`src/rtl/shift_rx_pkg.sv`:
```
`default_nettype none
// ============================================================================
// Module   : shift_rx_pkg
// Purpose  : Shared types and constants for the shift_rx serial receiver.
//            rx_state_t   - receiver FSM state encoding
//            c_DEFAULT_WIDTH - default word length in bits
// Revision : 1.0 - initial release
// ============================================================================
package shift_rx_pkg;

   localparam int c_DEFAULT_WIDTH = 8;

   typedef enum logic [1:0] {
      IDLE  = 2'd0,
      SHIFT = 2'd1,
      WAIT  = 2'd2
   } rx_state_t;

endpackage : shift_rx_pkg
`default_nettype wire

```
`src/rtl/shift_rx_sreg.sv`:
```
`default_nettype none
// ============================================================================
// Module   : shift_rx_sreg
// Purpose  : WIDTH-bit right-shift register (LSB-first reception) with a
//            saturating bit counter and a last-bit flag.
// Ports    : Clk       in   rising-edge clock
//            Reset_n   in   asynchronous active-low reset
//            Clear     in   clears register and counter (frame start)
//            Shift_En  in   shift Shift_In in at the MSB end, count the bit
//            Shift_In  in   serial data bit
//            Sreg      out  current register contents
//            Word_Next out  register contents as they would be after a shift
//            Last      out  the next accepted bit completes the word
// Revision : 1.0 - initial release
// ============================================================================
module shift_rx_sreg
   import shift_rx_pkg::*;
#(
   parameter int WIDTH = c_DEFAULT_WIDTH
) (
   input  logic             Clk,
   input  logic             Reset_n,
   input  logic             Clear,
   input  logic             Shift_En,
   input  logic             Shift_In,
   output logic [WIDTH-1:0] Sreg,
   output logic [WIDTH-1:0] Word_Next,
   output logic             Last
);

   localparam int                 c_CNT_W    = $clog2(WIDTH);
   localparam logic [c_CNT_W-1:0] c_CNT_LAST = c_CNT_W'(WIDTH - 1);

   logic [WIDTH-1:0]   r_sreg;
   logic [c_CNT_W-1:0] r_cnt;
   logic [WIDTH-1:0]   w_shifted;

   // First-received bit ends up in bit 0 after WIDTH shifts.
   assign w_shifted = {Shift_In, r_sreg[WIDTH-1:1]};

   always_ff @(posedge Clk or negedge Reset_n) begin
      if (!Reset_n) begin
         r_sreg <= '0;
         r_cnt  <= '0;
      end else if (Clear) begin
         r_sreg <= '0;
         r_cnt  <= '0;
      end else if (Shift_En) begin
         r_sreg <= w_shifted;
         // Saturate instead of wrapping; the next frame start resets it.
         if (r_cnt != c_CNT_LAST) begin
            r_cnt <= r_cnt + 1'b1;
         end
      end
   end

   assign Sreg      = r_sreg;
   assign Word_Next = w_shifted;
   assign Last      = (r_cnt == c_CNT_LAST);

endmodule : shift_rx_sreg
`default_nettype wire

```
`src/rtl/shift_rx_8.sv`:
```
`default_nettype none
// ============================================================================
// Module   : shift_rx_8
// Purpose  : Serial-to-parallel receiver. Frames WIDTH-bit LSB-first words,
//            buffers one completed word on a valid/ready output and can
//            hold a second fully assembled word while the first is unread.
// Ports    : Clk        in   rising-edge clock
//            Reset_n    in   asynchronous active-low reset
//            Start      in   one-cycle pulse opening a new frame
//            Bit_En     in   Shift_In is valid this cycle
//            Shift_In   in   serial data, LSB first
//            Ready      in   consumer accepts Data_Out
//            Clear_Err  in   clears Err (a simultaneous set wins)
//            Data_Out   out  received word
//            Valid      out  Data_Out holds an unread word
//            Busy       out  receiver is not idle
//            Err        out  sticky protocol-error flag
// Revision : 1.0 - initial release
// ============================================================================
module shift_rx_8
   import shift_rx_pkg::*;
#(
   parameter int WIDTH = c_DEFAULT_WIDTH
) (
   input  logic             Clk,
   input  logic             Reset_n,
   input  logic             Start,
   input  logic             Bit_En,
   input  logic             Shift_In,
   input  logic             Ready,
   input  logic             Clear_Err,
   output logic [WIDTH-1:0] Data_Out,
   output logic             Valid,
   output logic             Busy,
   output logic             Err
);

   rx_state_t        r_state;
   rx_state_t        w_state_next;

   logic [WIDTH-1:0] r_data;
   logic             r_valid;
   logic             r_err;

   logic             w_sreg_clear;
   logic             w_sreg_shift;
   logic             w_load_new;
   logic             w_load_held;
   logic             w_err_set;
   logic             w_transfer;
   logic             w_hold_free;
   logic             w_last;
   logic [WIDTH-1:0] w_sreg;
   logic [WIDTH-1:0] w_word_next;

   shift_rx_sreg #(
      .WIDTH (WIDTH)
   ) u_sreg (
      .Clk       (Clk),
      .Reset_n   (Reset_n),
      .Clear     (w_sreg_clear),
      .Shift_En  (w_sreg_shift),
      .Shift_In  (Shift_In),
      .Sreg      (w_sreg),
      .Word_Next (w_word_next),
      .Last      (w_last)
   );

   assign w_transfer  = r_valid && Ready;
   // The holding register can accept a word if empty or being read now.
   assign w_hold_free = !r_valid || Ready;

   always_ff @(posedge Clk or negedge Reset_n) begin
      if (!Reset_n) begin
         r_state <= IDLE;
      end else begin
         r_state <= w_state_next;
      end
   end

   always_comb begin
      w_state_next = r_state;
      w_sreg_clear = 1'b0;
      w_sreg_shift = 1'b0;
      w_load_new   = 1'b0;
      w_load_held  = 1'b0;
      w_err_set    = 1'b0;
      unique case (r_state)
         IDLE: begin
            // Stray Bit_En here (including alongside Start) is ignored.
            if (Start) begin
               w_state_next = SHIFT;
               w_sreg_clear = 1'b1;
            end
         end
         SHIFT: begin
            if (Start) begin
               // Restart: drop the partial word and flag it.
               w_sreg_clear = 1'b1;
               w_err_set    = 1'b1;
            end else if (Bit_En) begin
               w_sreg_shift = 1'b1;
               if (w_last) begin
                  if (w_hold_free) begin
                     w_load_new   = 1'b1;
                     w_state_next = IDLE;
                  end else begin
                     // Full word stays parked in the shift register.
                     w_state_next = WAIT;
                  end
               end
            end
         end
         WAIT: begin
            if (w_transfer) begin
               w_load_held  = 1'b1;
               w_state_next = IDLE;
            end
            if (Bit_En || Start) begin
               w_err_set = 1'b1;
            end
         end
         default: begin
            w_state_next = IDLE;
         end
      endcase
   end

   always_ff @(posedge Clk or negedge Reset_n) begin
      if (!Reset_n) begin
         r_data  <= '0;
         r_valid <= 1'b0;
      end else begin
         if (w_load_new) begin
            r_data <= w_word_next;
         end else if (w_load_held) begin
            r_data <= w_sreg;
         end
         // A load on the same edge as a transfer keeps Valid high.
         if (w_load_new || w_load_held) begin
            r_valid <= 1'b1;
         end else if (w_transfer) begin
            r_valid <= 1'b0;
         end
      end
   end

   always_ff @(posedge Clk or negedge Reset_n) begin
      if (!Reset_n) begin
         r_err <= 1'b0;
      end else if (w_err_set) begin
         r_err <= 1'b1;
      end else if (Clear_Err) begin
         r_err <= 1'b0;
      end
   end

   assign Data_Out = r_data;
   assign Valid    = r_valid;
   assign Busy     = (r_state != IDLE);
   assign Err      = r_err;

endmodule : shift_rx_8
`default_nettype wire

```
`config.mk`:
```
export PLATFORM = sky130hd
export DESIGN_NAME = shift_rx_8
export DESIGN_NICKNAME = d
export VERILOG_FILES = /design/src/rtl/shift_rx_pkg.sv /design/src/rtl/shift_rx_sreg.sv /design/src/rtl/shift_rx_8.sv
export SDC_FILE = /design/constraint.sdc
export NUM_CORES = 1
export LEC_CHECK = 0
export ABC_AREA = 1
export CELL_PAD_IN_SITES_DETAIL_PLACEMENT = 1
export CELL_PAD_IN_SITES_GLOBAL_PLACEMENT = 1
export CORE_AREA = 2 2 63 65
export DETAILED_ROUTE_END_ITERATION = 8
export DIE_AREA = 0 0 65 67
export PLACE_DENSITY = 0.77
export SLEW_MARGIN = 20
export SYNTH_ARGS = -nofsm -noshare
export SYNTH_HDL_FRONTEND = slang
export SYNTH_SLANG_ARGS = --single-unit
```
`constraint.sdc`:
```
create_clock -name Clk -period 1.4 [get_ports Clk]
set_input_delay 0.21 -clock Clk [delete_from_list [all_inputs] [get_ports Clk]]
set_output_delay 0.21 -clock Clk [all_outputs]
set_load 0.01 [all_outputs]
```
==> Yosys cells after proc, flatten, opt, wreduce, memory -nomap -nowiden <==
Index checks and enable logic that the tools add are counted.
{ "op_classes": {"n_addsub": 1, "mul": 0, "div": 0, "n_lt_le_gt_ge": 0, "eq_ne": 9, "n_shift": 0, "n_mux": 32, "n_bitwise": 0, "reduce_logical": 15} }
{ "op_table": {"columns": ["operator", "n"], "rows": [
  ["8-bit two-way mux", 4],
  ["1-bit two-way mux", 17],
  ["2-bit two-way mux", 6],
  ["2-bit nonzero test", 6],
  ["3-bit two-way mux", 3],
  ["2-bit != test, second input constant", 4],
  ["2-bit case mux with 3 select lines", 1],
  ["5-bit AND reduction", 1],
  ["3-bit by 1-bit adder with 3-bit output, second input constant", 1],
  ["3-bit equality test, second input constant", 1],
  ["1-bit logical OR", 3],
  ["3-bit != test, second input constant", 1],
  ["2-bit by 1-bit equality test with 1-bit output, second input constant", 1],
  ["2-bit equality test, second input constant", 1],
  ["2-bit logical NOT", 1],
  ["2-bit by 1-bit != test with 1-bit output, second input constant", 1],
  ["1-bit case mux with 2 select lines", 1],
  ["2-bit AND reduction", 1],
  ["2-bit OR reduction", 1],
  ["1-bit logical AND", 1],
  ["1-bit logical NOT", 1]
]} }
{ "word_totals": {"ff_bits": 23, "latchBits": 0, "ramBits": 0, "mem_bits_ro": 0, "input_bits": 7, "out_inout_bits": 11, "word_cells": 63, "mem_count": 0} }

==> Logic depth before layout (Yosys ltp) <==
Gate-level depths: netlist of the first run.
{ "logic_depth": {"depth_word": 9, "depth_mapped": 8, "ltp_nobuf": 8} }

==> Hierarchy <==
A second synthesis of the first run with hierarchy kept.
{ "unflattened": {"hier_cells": 162, "hier_area_um2": 1301.2} }
{ "by_module_without_submodules": {"columns": ["module", "instances", "cells_per_inst", "area_each_um2", "seq_area_each_um2"], "rows": [
  ["shift_rx_8", 1, 99, 725.7, 300.3],
  ["shift_rx_sreg", 1, 63, 575.6, 275.3]
]} }

==> Least setup slack after synthesis of the first run <==
Ideal clock, no wire load.
{ "synth_timing": {"path_kind": "register to register", "from": "register r_state[1]", "to": "register u_sreg.r_cnt[0]", "setup_ns": 0.117, "arrival_time_ns": 1.235, "t_required_ns": 1.283, "setup_slack_ns": 0.048, "path_stages_with_launch": 8, "path_buffers": 0, "synth_period_minus_slack_ns": 1.352, "path_cell_list": "dfrtp_1 -> inv_1 -> ha_1 -> nand3_2 -> nand2_2 -> nand2_1 -> nand2_1 -> nand2_1"} }
{ "synth_via": {"elab_chain_cells": 5, "elab_cells_between_ends": 9, "classes_between": "1 x eq/ne; 3 x mux; 5 x reduce/logical"} }
{ "synth_rtl": {"columns": ["item", "line_no", "rtl"], "rows": [
  ["start, declared", "shift_rx_8.sv:38", "rx_state_t r_state;"],
  ["start signal, assigned", "shift_rx_8.sv:77", "r_state <= w_state_next;"],
  ["2-bit by 1-bit equality test with 1-bit output or 2-bit logical NOT (tied branches)", "shift_rx_8.sv:88", "unique case (r_state)"],
  ["2-bit OR reduction (no source line)", null, null],
  ["1-bit two-way mux", null, null],
  ["2-bit nonzero test (no source line)", null, null],
  ["2-bit AND reduction (no source line)", null, null],
  ["end signal, assigned", "shift_rx_sreg.sv:52", "r_cnt <= r_cnt + 1'b1;"],
  ["end, declared", "shift_rx_sreg.sv:35", "logic [c_CNT_W-1:0] r_cnt;"]
]} }
Parallel ways exist; a longest one is shown, timed or not.
A chain may end at the register's enable or synchronous reset.

==> Worst setup path in the final report of the first run <==
{ "layout_timing": {"from": "register u_sreg.r_cnt[1]", "to": "register r_data[0], in the netlist Data_Out[0]"} }
{ "layout_via": {"elab_chain_cells": 6, "elab_cells_between_ends": 7, "classes_between": "1 x eq/ne; 5 x mux; 1 x reduce/logical"} }
{ "layout_rtl": {"columns": ["item", "line_no", "rtl"], "rows": [
  ["3-bit equality test (*)", "shift_rx_sreg.sv:59", "assign Last = (r_cnt == c_CNT_LAST);"],
  ["1-bit two-way mux (*)", "shift_rx_8.sv:103", "if (w_last) begin"],
  ["1-bit two-way mux (*)", "shift_rx_8.sv:101", "end else if (Bit_En) begin"],
  ["1-bit two-way mux (*)", "shift_rx_8.sv:97", "if (Start) begin"],
  ["1-bit two-way mux (*)", "shift_rx_8.sv:88", null],
  ["8-bit two-way mux or 2-bit nonzero test (tied branches)", null, null],
  ["end signal, assigned", "shift_rx_8.sv:135", "r_data <= w_word_next;"],
  ["end signal, assigned", "shift_rx_8.sv:137", "r_data <= w_sreg;"],
  ["end, declared", "shift_rx_8.sv:41", "logic [WIDTH-1:0] r_data;"]
]} }
Every way passes the cells marked *; elsewhere a longest branch is shown, timed or not.

==> results of run 1 <==
## what timing repair did
action                                  4_1_cts  5_1_grt
cloned                                        0        1
resized for setup                            31       27
hold buffers                                  0        0
pin swaps                                     6        3
hold endpoints to repair                      0        0
buffers inserted                              3        1
endpoints found under the setup margin       20       31
## power breakdown
part / internal [mW] / total [mW] / leakage [nW] / switching, mW
registers: 0.747 / 0.812 / 0.316 / 0.0645
clock network: 0.199 / 0.424 / 0.0255 / 0.225
logic: 0.494 / 1.08 / 0.664 / 0.586
total: 1.44 / 2.32 / 1.01 / 0.876
## cells in the mapped netlist (all sizes together)
cell | number | share of area, %
nor2 | 4 | 1.8
nand3 | 16 | 7.3
nand4 | 11 | 5.6
dfrtp | 23 | 47
buf | 4 | 1.8
a21oi | 2 | 0.82
ha | 6 | 6.1
nand2 | 46 | 15
o22ai | 7 | 3.6
o21ai | 12 | 5.2
inv | 19 | 5.8
## sequential cells by signal (all words and copies together) (netlist names)
| register | flops |
|---|---|
| Data_Out | 8 |
| Valid | 1 |
| u_sreg.r_cnt | 3 |
| u_sreg.Sreg | 8 |
| r_state | 2 |
| Err | 1 |
## layer usage
metal	wire [microns]	global-route usage [%]
met5	0	0
met3	95	2.53
met4	111	7.98
met2	2480	42.5
met1	1670	22.0
## critical path: cells and delay by family (launching register included)
kind | cells | cell delay [ns]
adder cells (fa/ha/maj) | 2 | 0.36
flip-flops | 1 | 0.38
AO/OA/AOI/OAI | 1 | 0.21
AND/OR/NAND/NOR | 3 | 0.32
buffers and inverters | 1 | 0.18
## final timing paths
path | from | endpoint | slack [ns] | depth (start not counted)
worst max-delay path | u_sreg.r_cnt[1]$_DFFE_PN0P_ | Data_Out[0]$_DFFE_PN0P_ | -0.11 | 7
worst min-delay path | Reset_n | Err$_DFFE_PN0P_ | 0.31 | 2
worst max register to register | u_sreg.r_cnt[1]$_DFFE_PN0P_ | Data_Out[0]$_DFFE_PN0P_ | -0.11 | 7
worst min register to register | Data_Out[1]$_DFFE_PN0P_ | Data_Out[1]$_DFFE_PN0P_ | 0.51 | 2
max in group asynchronous | Reset_n | Data_Out[7]$_DFFE_PN0P_ | 0.85 | 2
min in group Clk | Data_Out[1]$_DFFE_PN0P_ | Data_Out[1]$_DFFE_PN0P_ | 0.51 | 2
## metrics by stage
step	std cells	power, mW
5_1_grt	241	2.47
3_3_place_gp	232	1.53
4_1_cts	239	2.21
6_report	241	2.32
3_5_place_dp	232	1.60
2_1_floorplan	150	1.19
## kinds of logic after synthesis
logic type	count (synthesis)
compound gates	21
fa+ha+maj	6
buf+inv	23
flops	23
simple gates	77
## cell type report
class                   count  area [sq um]
multi-input cells         105           714
clock inverters             1          5.00
fillers                   429          1740
inverters                  19          71.3
clock buffers               3          41.3
well taps                  48          60.1
flip-flops and latches     23           576
repair buffers             42           402
==> summary.md, run 1 <==
| Metric | Value |
|---|---|
| Status | finished, violations left |
| Failing checks | setup timing |
| Gpl congestion | 0.846 |
| Pre-CTS WS | -0.177 ns |
| Most common cell after layout, fill and taps aside | nand2_1 |
| Area delta synth->final | 52.4% |
| TNS Setup | -0.801 ns |
| Distinct cells, synth | 18 |
| Min Clock Period, post-route | 1.51 ns |
| Seq/Total Area, Yosys | around 47% |
| First-pass GRT wire length | around 7000 microns |
| Synth Area in Compound Gates | a little under a tenth |
| Final Setup Violations | 14 |
| Pwr/cell area | 1240 nW/um^2 |
| Core box area | 3610 sq um |
| Slowest CP cell | dfrtp_1 |
| Critical Path Fanout Max | 8 |
| WL/cell | about 18 microns |
| Clock Skew | 0.00626 ns |
| Worst Path Required | 1.61 ns |
| Total gr overflow | 0 |
| # nets final | 207 |
| Commonest non-fill, non-tap cells in the layout | nand2_1, dfrtp_1, buf_4 |
| Post-synthesis mux area share | 0% |
| Clk pin slew, worst setup/hold paths | around 0.09 ns |
| H-tree depth | 1 |
| Antenna-violating nets left | 0 |
| Rows | 22 |
| Vias in the first global route | 1419 |
| Total length of routed wires | 4350 microns |
| Post-Synth XOR/XNOR Area | 0% |
| Worst-margin pin slew | 0.310 ns |
| Setup WS post-layout | -0.112 ns |
| TritonCTS Buffers | 3 |
| Placed cell areas | 1600 sq um |
| Syn_nets | roughly 160 |
| Clk sinks | 23 |
| Worst-path cell chain | ha_2 > ha_4 > nand3_4 > buf_4 > o21ai_1 > nand2_1 > nand2_1 |
| Initial detailed-routing violation count | 42 |
| Cell Area, Synth | 1230 sq um |
| Drt drc | 0 |
| Vias | 1242 |
| Final period util | 108% |
| Leakage dissipation | just over 1 nW |
| Critical path type | register to register |
| Critical path's most frequent cell | nand2_1 |
| Setup crit end kind | register |
| RSZ-0062 raised after global routing | yes |
| Fraction of layout cells with a size suffix above 1 | 31.6% |
| Main combinational cell family by area after synthesis | simple AND/OR/NAND/NOR gates |
| Max-cap violations | 0 |
| Clk Latency, worst-skew pair | 0.27 ns |
| Max IR drop VDD | between 0.4 and 0.5 mV |
| Drt pass-1 iters | 4 |
| Synth Area in Simple Gates | between 20 and 30% |
| HPWL after detailed placement | 2660 microns |
| Crit path launch type | register |
| Clock Path Buffers | 2 |
| Largest net degree at the start of global routing | 24 |
| Post-synthesis adder-cell area fraction | 6.12% |
| Max stage delay on crit path | 0.38 ns |
| Worst hold path type | primary input to async pin |
| Critical path arrival | 1.73 ns |
| Final hold vios | 0 |
| Util after Layout | 51.8% |
| Final instance area | 1870 sq um |
| Hold_ws | 0.307 ns |
| Initial antenna violation count | 0 |
| Die W | 65 microns |
| Final slew viol count | 0 |
| Starting Density | 34.0% |
| Slew headroom | 79.3% |
| Post-Syn Instances | 150 |
| F_max | 661 MHz |
| IO Pins | 18 |
| Ant diodes | 0 |
| Synth Register Bits | 23 |
| Die area | approximately 4400 sq um |
| Mean post-synth cell area | 8.17 sq um |
| Root Buffer | clkbuf_8 |
| CTS tree | built |
| PortBufs | 17 |
| Vias/cell | 5.15 |
| Tot GR Track Use | 21.1% |
| Die Ht | 67 microns |
| Yosys warnings | 0 |
(Power assumes the default switching activity.)
==> inputs of run 2 (changes only) <==
--- a/config.mk
+++ b/config.mk
@@ -9,9 +9,11 @@
 export CELL_PAD_IN_SITES_DETAIL_PLACEMENT = 1
 export CELL_PAD_IN_SITES_GLOBAL_PLACEMENT = 1
 export CORE_AREA = 2 2 63 65
+export CTS_CLUSTER_SIZE = 40
 export DETAILED_ROUTE_END_ITERATION = 8
 export DIE_AREA = 0 0 65 67
 export PLACE_DENSITY = 0.77
+export SETUP_SLACK_MARGIN = 0.1
 export SLEW_MARGIN = 20
 export SYNTH_ARGS = -nofsm -noshare
 export SYNTH_HDL_FRONTEND = slang
==> summary.md, run 2 (synthesis gave the netlist of run 1 again) <==
| Metric | Value |
|---|---|
| Ant diodes | 0 |
| Antenna-violating nets left | 0 |
| Final period util | 101% |
| Vias/cell | 5.30 |
| Final slew viol count | 0 |
| Core box area | 3610 sq um |
| Worst hold path type | primary input to async pin |
| Sequential Power Share | between 30% and 40% |
| HPWL after detailed placement | 2490 microns |
| Leakage dissipation | 0.895 nW |
| Rows | 22 |
| First-pass GRT wire length | 7000 microns |
| F_max | 707 MHz |
| Root Buffer | clkbuf_8 |
| PortBufs | 17 |
| Setup WS post-layout | -0.0144 ns |
| Sw Share | 38.1% |
| Die Ht | between 60 and 70 microns |
| Die W | roughly 65 microns |
| Critical path type | register to register |
| Total gr overflow | 0 |
| Vias in the first global route | 1404 |
| Commonest non-fill, non-tap cells in the layout | nand2_1, dfrtp_1, buf_4 |
| Max IR drop VDD | 0.606 mV |
| Worst-margin pin slew | 0.305 ns |
| Sw Pwr | 884 uW |
| Status | finished, violations left |
| Final instance area | 1870 sq um |
| Tot GR Track Use | 21.5% |
| Vias | between 1000 and 1500 |
| # nets final | 206 |
| TNS Setup | -0.0220 ns |
| Most common cell after layout, fill and taps aside | nand2_1 |
| Min Clock Period, post-route | 1.41 ns |
| Crit path launch type | register |
| Fraction of layout cells with a size suffix above 1 | 34.9% |
| Logic pwr share | 46.6% |
| RSZ-0062 raised after global routing | yes |
| Placed cell areas | around 1600 sq um |
| Gpl congestion | a little under 0.8 |
| Initial detailed-routing violation count | 45 |
| Clk pin slew, worst setup/hold paths | 0.08 ns |
| Area delta synth->final | 52.2% |
| Drt drc | 0 |
| Clk sinks | 23 |
| Drt pass-1 iters | 4 |
| H-tree depth | 1 |
| # fillers | 419 |
| CTS tree | built |
| Clock Skew | around 0.0013 ns |
| IO Pins | 18 |
| Critical Path Fanout Max | 8 |
| TritonCTS Buffers | 3 |
| Largest net degree at the start of global routing | 24 |
| Initial antenna violation count | 0 |
| Failing checks | setup timing |
| Die area | 4360 sq um |
| Final Setup Violations | 4 |
| Clock share of power | 18.6% |
| Starting Density | 34.0% |
| Clock Path Buffers | 2 |
| Pre-CTS WS | -0.179 ns |
| WL/cell | 18.1 microns |
| Final hold vios | 0 |
| Total length of routed wires | roughly 4300 microns |
| Critical path arrival | 1.63 ns |
| Cell Int Power | 1.44 mW |
| Max-cap violations | 0 |
| Reg2Reg Setup Slack | -0.01 ns |
| Worst Path Required | around 1.6 ns |
| Pwr/cell area | 1240 nW/um^2 |
| Setup crit end kind | register |
| Slew headroom | 79.7% |
| Clk Latency, worst-skew pair | 0.27 ns |
run 2: path summary, 6_finish.rpt:
| check | startpoint | end | depth (start not counted) |
|---|---|---|---|
| max reg2reg | r_state[0]$_DFFE_PN0P_ | u_sreg.r_cnt[1]$_DFFE_PN0P_ | 8 |
| max in group asynchronous | Reset_n | u_sreg.r_cnt[2]$_DFFE_PN0P_ | 2 |
| min | Reset_n | r_state[1]$_DFFE_PN0P_ | 2 |
| min in group Clk | u_sreg.r_cnt[1]$_DFFE_PN0P_ | u_sreg.r_cnt[1]$_DFFE_PN0P_ | 2 |
| min reg2reg | u_sreg.r_cnt[1]$_DFFE_PN0P_ | u_sreg.r_cnt[1]$_DFFE_PN0P_ | 2 |
| max | r_state[0]$_DFFE_PN0P_ | u_sreg.r_cnt[1]$_DFFE_PN0P_ | 8 |
run 2: per-stage QoR:
step	utilization (%)	hold WS [ns]	std cells	power [mW]
after global placement	43.7	0.461	226	1.44
after CTS	50.3	0.309	238	2.23
after detailed placement	43.7	0.479	226	1.49
final	51.8	0.295	240	2.32
after global routing	51.8	0.316	240	2.48
after floorplan	-	-0.0856	150	1.20
run 2: per-layer routing:
layer,GRT usage (%),up-vias,share of wire (%)
met5,0,-,0
met4,6.38,0,1.3
met3,2.20,6,2.8
met2,42.4,30,56
met1,24.2,650,40
li1,-,587,-
run 2: cell type report:
class	count	area (sq um)	share of cell area [%]
multi-input cells	105	746	39.9
flip-flops and latches	23	576	30.8
repair buffers	41	367	19.6
inverters	19	73.8	3.95
well taps	48	60.1	3.22
clock buffers	4	45.0	2.41
run 2: critical path: stages (launching register included):
cell and delay [ns]:
dfrtp_1 0.40, inv_2 0.08, ha_4 0.17, buf_6 0.12, o21ai_4 0.23, nand2_4 0.15, nand2_4 0.10, nand2_1 0.06
nand2_1 0.05
run 2: power groups by stage:
stage | Combinational, mW | Sequential, mW | Clock, mW
floorplan | 0.389 | 0.815 | 0
global placement | 0.639 | 0.805 | 0
detailed placement | 0.678 | 0.815 | 0
CTS | 0.996 | 0.805 | 0.431
global route | 1.17 | 0.819 | 0.482
finish | 1.08 | 0.808 | 0.432
run 2: timing repair:
action | CTS | global route
setup buffers | 7 | 2
hold endpoints to repair | 0 | 0
hold buffers | 0 | 0
gates resized for setup | 55 | 11
pin swaps | 20 | 9
setup endpoints to repair | 33 | 23
gates cloned | 1 | 0
==> inputs of run 3 (changes only) <==
--- a/config.mk
+++ b/config.mk
@@ -12,7 +12,7 @@
 export CTS_CLUSTER_SIZE = 40
 export DETAILED_ROUTE_END_ITERATION = 8
 export DIE_AREA = 0 0 65 67
-export PLACE_DENSITY = 0.77
+export PLACE_DENSITY_LB_ADDON = 0.12
 export SETUP_SLACK_MARGIN = 0.1
 export SLEW_MARGIN = 20
 export SYNTH_ARGS = -nofsm -noshare
==> summary.md, run 3 (synthesis gave the netlist of run 1 again) <==
| Metric | Value |
|---|---|
| Placed cell count | 232 |
| Critical path arrival | 1.68 ns |
| Setup WS post-layout | -0.0895 ns |
| Status | finished, violations left |
| Largest net degree at the start of global routing | 24 |
| Ant diodes | 0 |
| Failing checks | setup timing |
| Worst-margin pin slew | 0.308 ns |
| Hold_ws | 0.294 ns |
| TNS Setup | -0.685 ns |
| IO Pins | 18 |
| Post-route insts no fill | 247 |
| Commonest non-fill, non-tap cells in the layout | nand2_1, dfrtp_1, buf_4 |
| Clock Skew | 0.00152 ns |
| Clk Latency, worst-skew pair | 0.27 ns |
| Drt pass-1 iters | 4 |
| Pwr/cell area | 1200 nW/um^2 |
| Max IR drop VDD | 0.642 mV |
| Die Ht | 67 microns |
| Clock Path Buffers | 2 |
| Gr busiest metal | met2 |
| Max-cap violations | 0 |
| Min Clock Period, post-route | between 1 and 1.5 ns |
| RSZ-0062 raised after global routing | yes |
| Rows | 22 |
| Worst hold path type | primary input to async pin |
| Slew headroom | 79.5% |
| # nets final | between 200 and 250 |
| Total length of routed wires | between 3000 and 4000 microns |
| H-tree depth | 1 |
| Vias in the first global route | between 1000 and 1500 |
| Util after Layout | 54.4% |
| Crit path launch type | register |
| Critical path type | register to register |
| PortBufs | 17 |
| Clk sinks | 23 |
| Drt drc | 0 |
| Gpl congestion | slightly above 0.7 |
| Met1 Use GR | 22.4% |
| Setup crit end kind | register |
| Final slew viol count | 0 |
| M3 GR Usage | under 10% |
| Antenna-violating nets left | 0 |
| Leakage dissipation | a little over 0.9 nW |
| First-pass GRT wire length | 5940 microns |
| Die area | 4360 sq um |
| Area delta synth->final | 59.9% |
| Initial antenna violation count | 0 |
| Die W | 65 microns |
| Total gr overflow | 0 |
| Core box area | 3610 sq um |
| Clk pin slew, worst setup/hold paths | 0.08 ns |
| Starting Density | roughly a third |
| Initial detailed-routing violation count | 56 |
| Final period util | 106% |
| F_max | 671 MHz |
| Tot GR Track Use | ~18% |
| HPWL after detailed placement | 2420 microns |
| WL/cell | around 14 microns |
| Final hold vios | 0 |
| CTS tree | built |
| Design Power | approximately 2.4 mW |
| Worst Path Required | between 1.5 and 2 ns |
| Fraction of layout cells with a size suffix above 1 | 37.7% |
| Critical Path Fanout Max | 6 |
| Vias/cell | 4.84 |
| TritonCTS Buffers | 3 |
| Hold_buf cts | 0 |
| Vias | 1196 |
| GR Util met2 | 30.7% |
| Most common cell after layout, fill and taps aside | nand2_1 |
| Root Buffer | clkbuf_8 |
| Final Setup Violations | 19 |
[run 3: changes by cell type in the layout (fill, tap and decap cells not counted), moves of 2 or more]
cell     delta
o21ai_2     -2
nand2_2     +4
nand3_1     +2
buf_4       +2
o21ai_1     -4
o21ai_0     +6
nand2_1     -3
nand3_2     -3
inv_2       +2
buf_6       +3
[run 3: where the power goes]
| group | internal [mW] | total (mW) | leakage [nW] | switching [mW] |
|---|---|---|---|---|
| Clock | 0.204 | 0.415 | 0.0228 | 0.212 |
| Combinational | 0.557 | 1.14 | 0.595 | 0.582 |
| Sequential | 0.747 | 0.804 | 0.316 | 0.0566 |
| Total | 1.51 | 2.36 | 0.934 | 0.850 |
[run 3: worst max-delay path, stage by stage, from the launching register on]
cell	delay, ns
dfrtp_1	0.42
buf_6	0.14
buf_6	0.11
ha_4	0.19
o21ai_4	0.22
nand2_4	0.10
buf_6	0.15
o22ai_2	0.09
[run 3: repair_timing]
action                                  in CTS  in global routing
gates cloned                                 0                  1
gates resized for setup                     43                 24
pin swaps                                   10                 14
setup buffers                                5                  5
endpoints found under the setup margin      34                 24
[run 3: final timing paths]
path / start / end / depth (start not counted) / slack (ns)
worst min-delay path: Reset_n / r_state[0]$_DFFE_PN0P_ / 2 / 0.29
worst max register to register: r_state[0]$_DFFE_PN0P_ / u_sreg.Sreg[6]$_DFFE_PN0P_ / 7 / -0.09
max in group asynchronous: Reset_n / u_sreg.Sreg[3]$_DFFE_PN0P_ / 2 / 0.87
worst min register to register: u_sreg.r_cnt[1]$_DFFE_PN0P_ / u_sreg.r_cnt[1]$_DFFE_PN0P_ / 2 / 0.49
min in group Clk: u_sreg.r_cnt[1]$_DFFE_PN0P_ / u_sreg.r_cnt[1]$_DFFE_PN0P_ / 2 / 0.49
worst max-delay path: r_state[0]$_DFFE_PN0P_ / u_sreg.Sreg[6]$_DFFE_PN0P_ / 7 / -0.09
[run 3: through the flow]
stage	area, sq um	setup WS [ns]
detailed placement	1620	-0.152
CTS	1820	-0.0539
global route	1960	-0.152
global placement	1620	-0.110
floorplan	1240	0.0978
finish	1960	-0.0895
[run 3: area by class of cell]
class / count / area [sq um]
inverters: 19 / 71.3
fillers: 418 / 1650
repair buffers: 48 / 450
clock buffers: 4 / 45.0
well taps: 48 / 60.1
multi-input cells: 105 / 758
flip-flops and latches: 23 / 576
[run 3: routing by layer]
metal  wire [microns]  part of all wire (%)  up-vias
met1             1600                    46      572
met4               38                   1.1        0
li1                 -                     -      604
met2             1730                    50       15
met5                0                     0        -
met3              122                   3.5        5
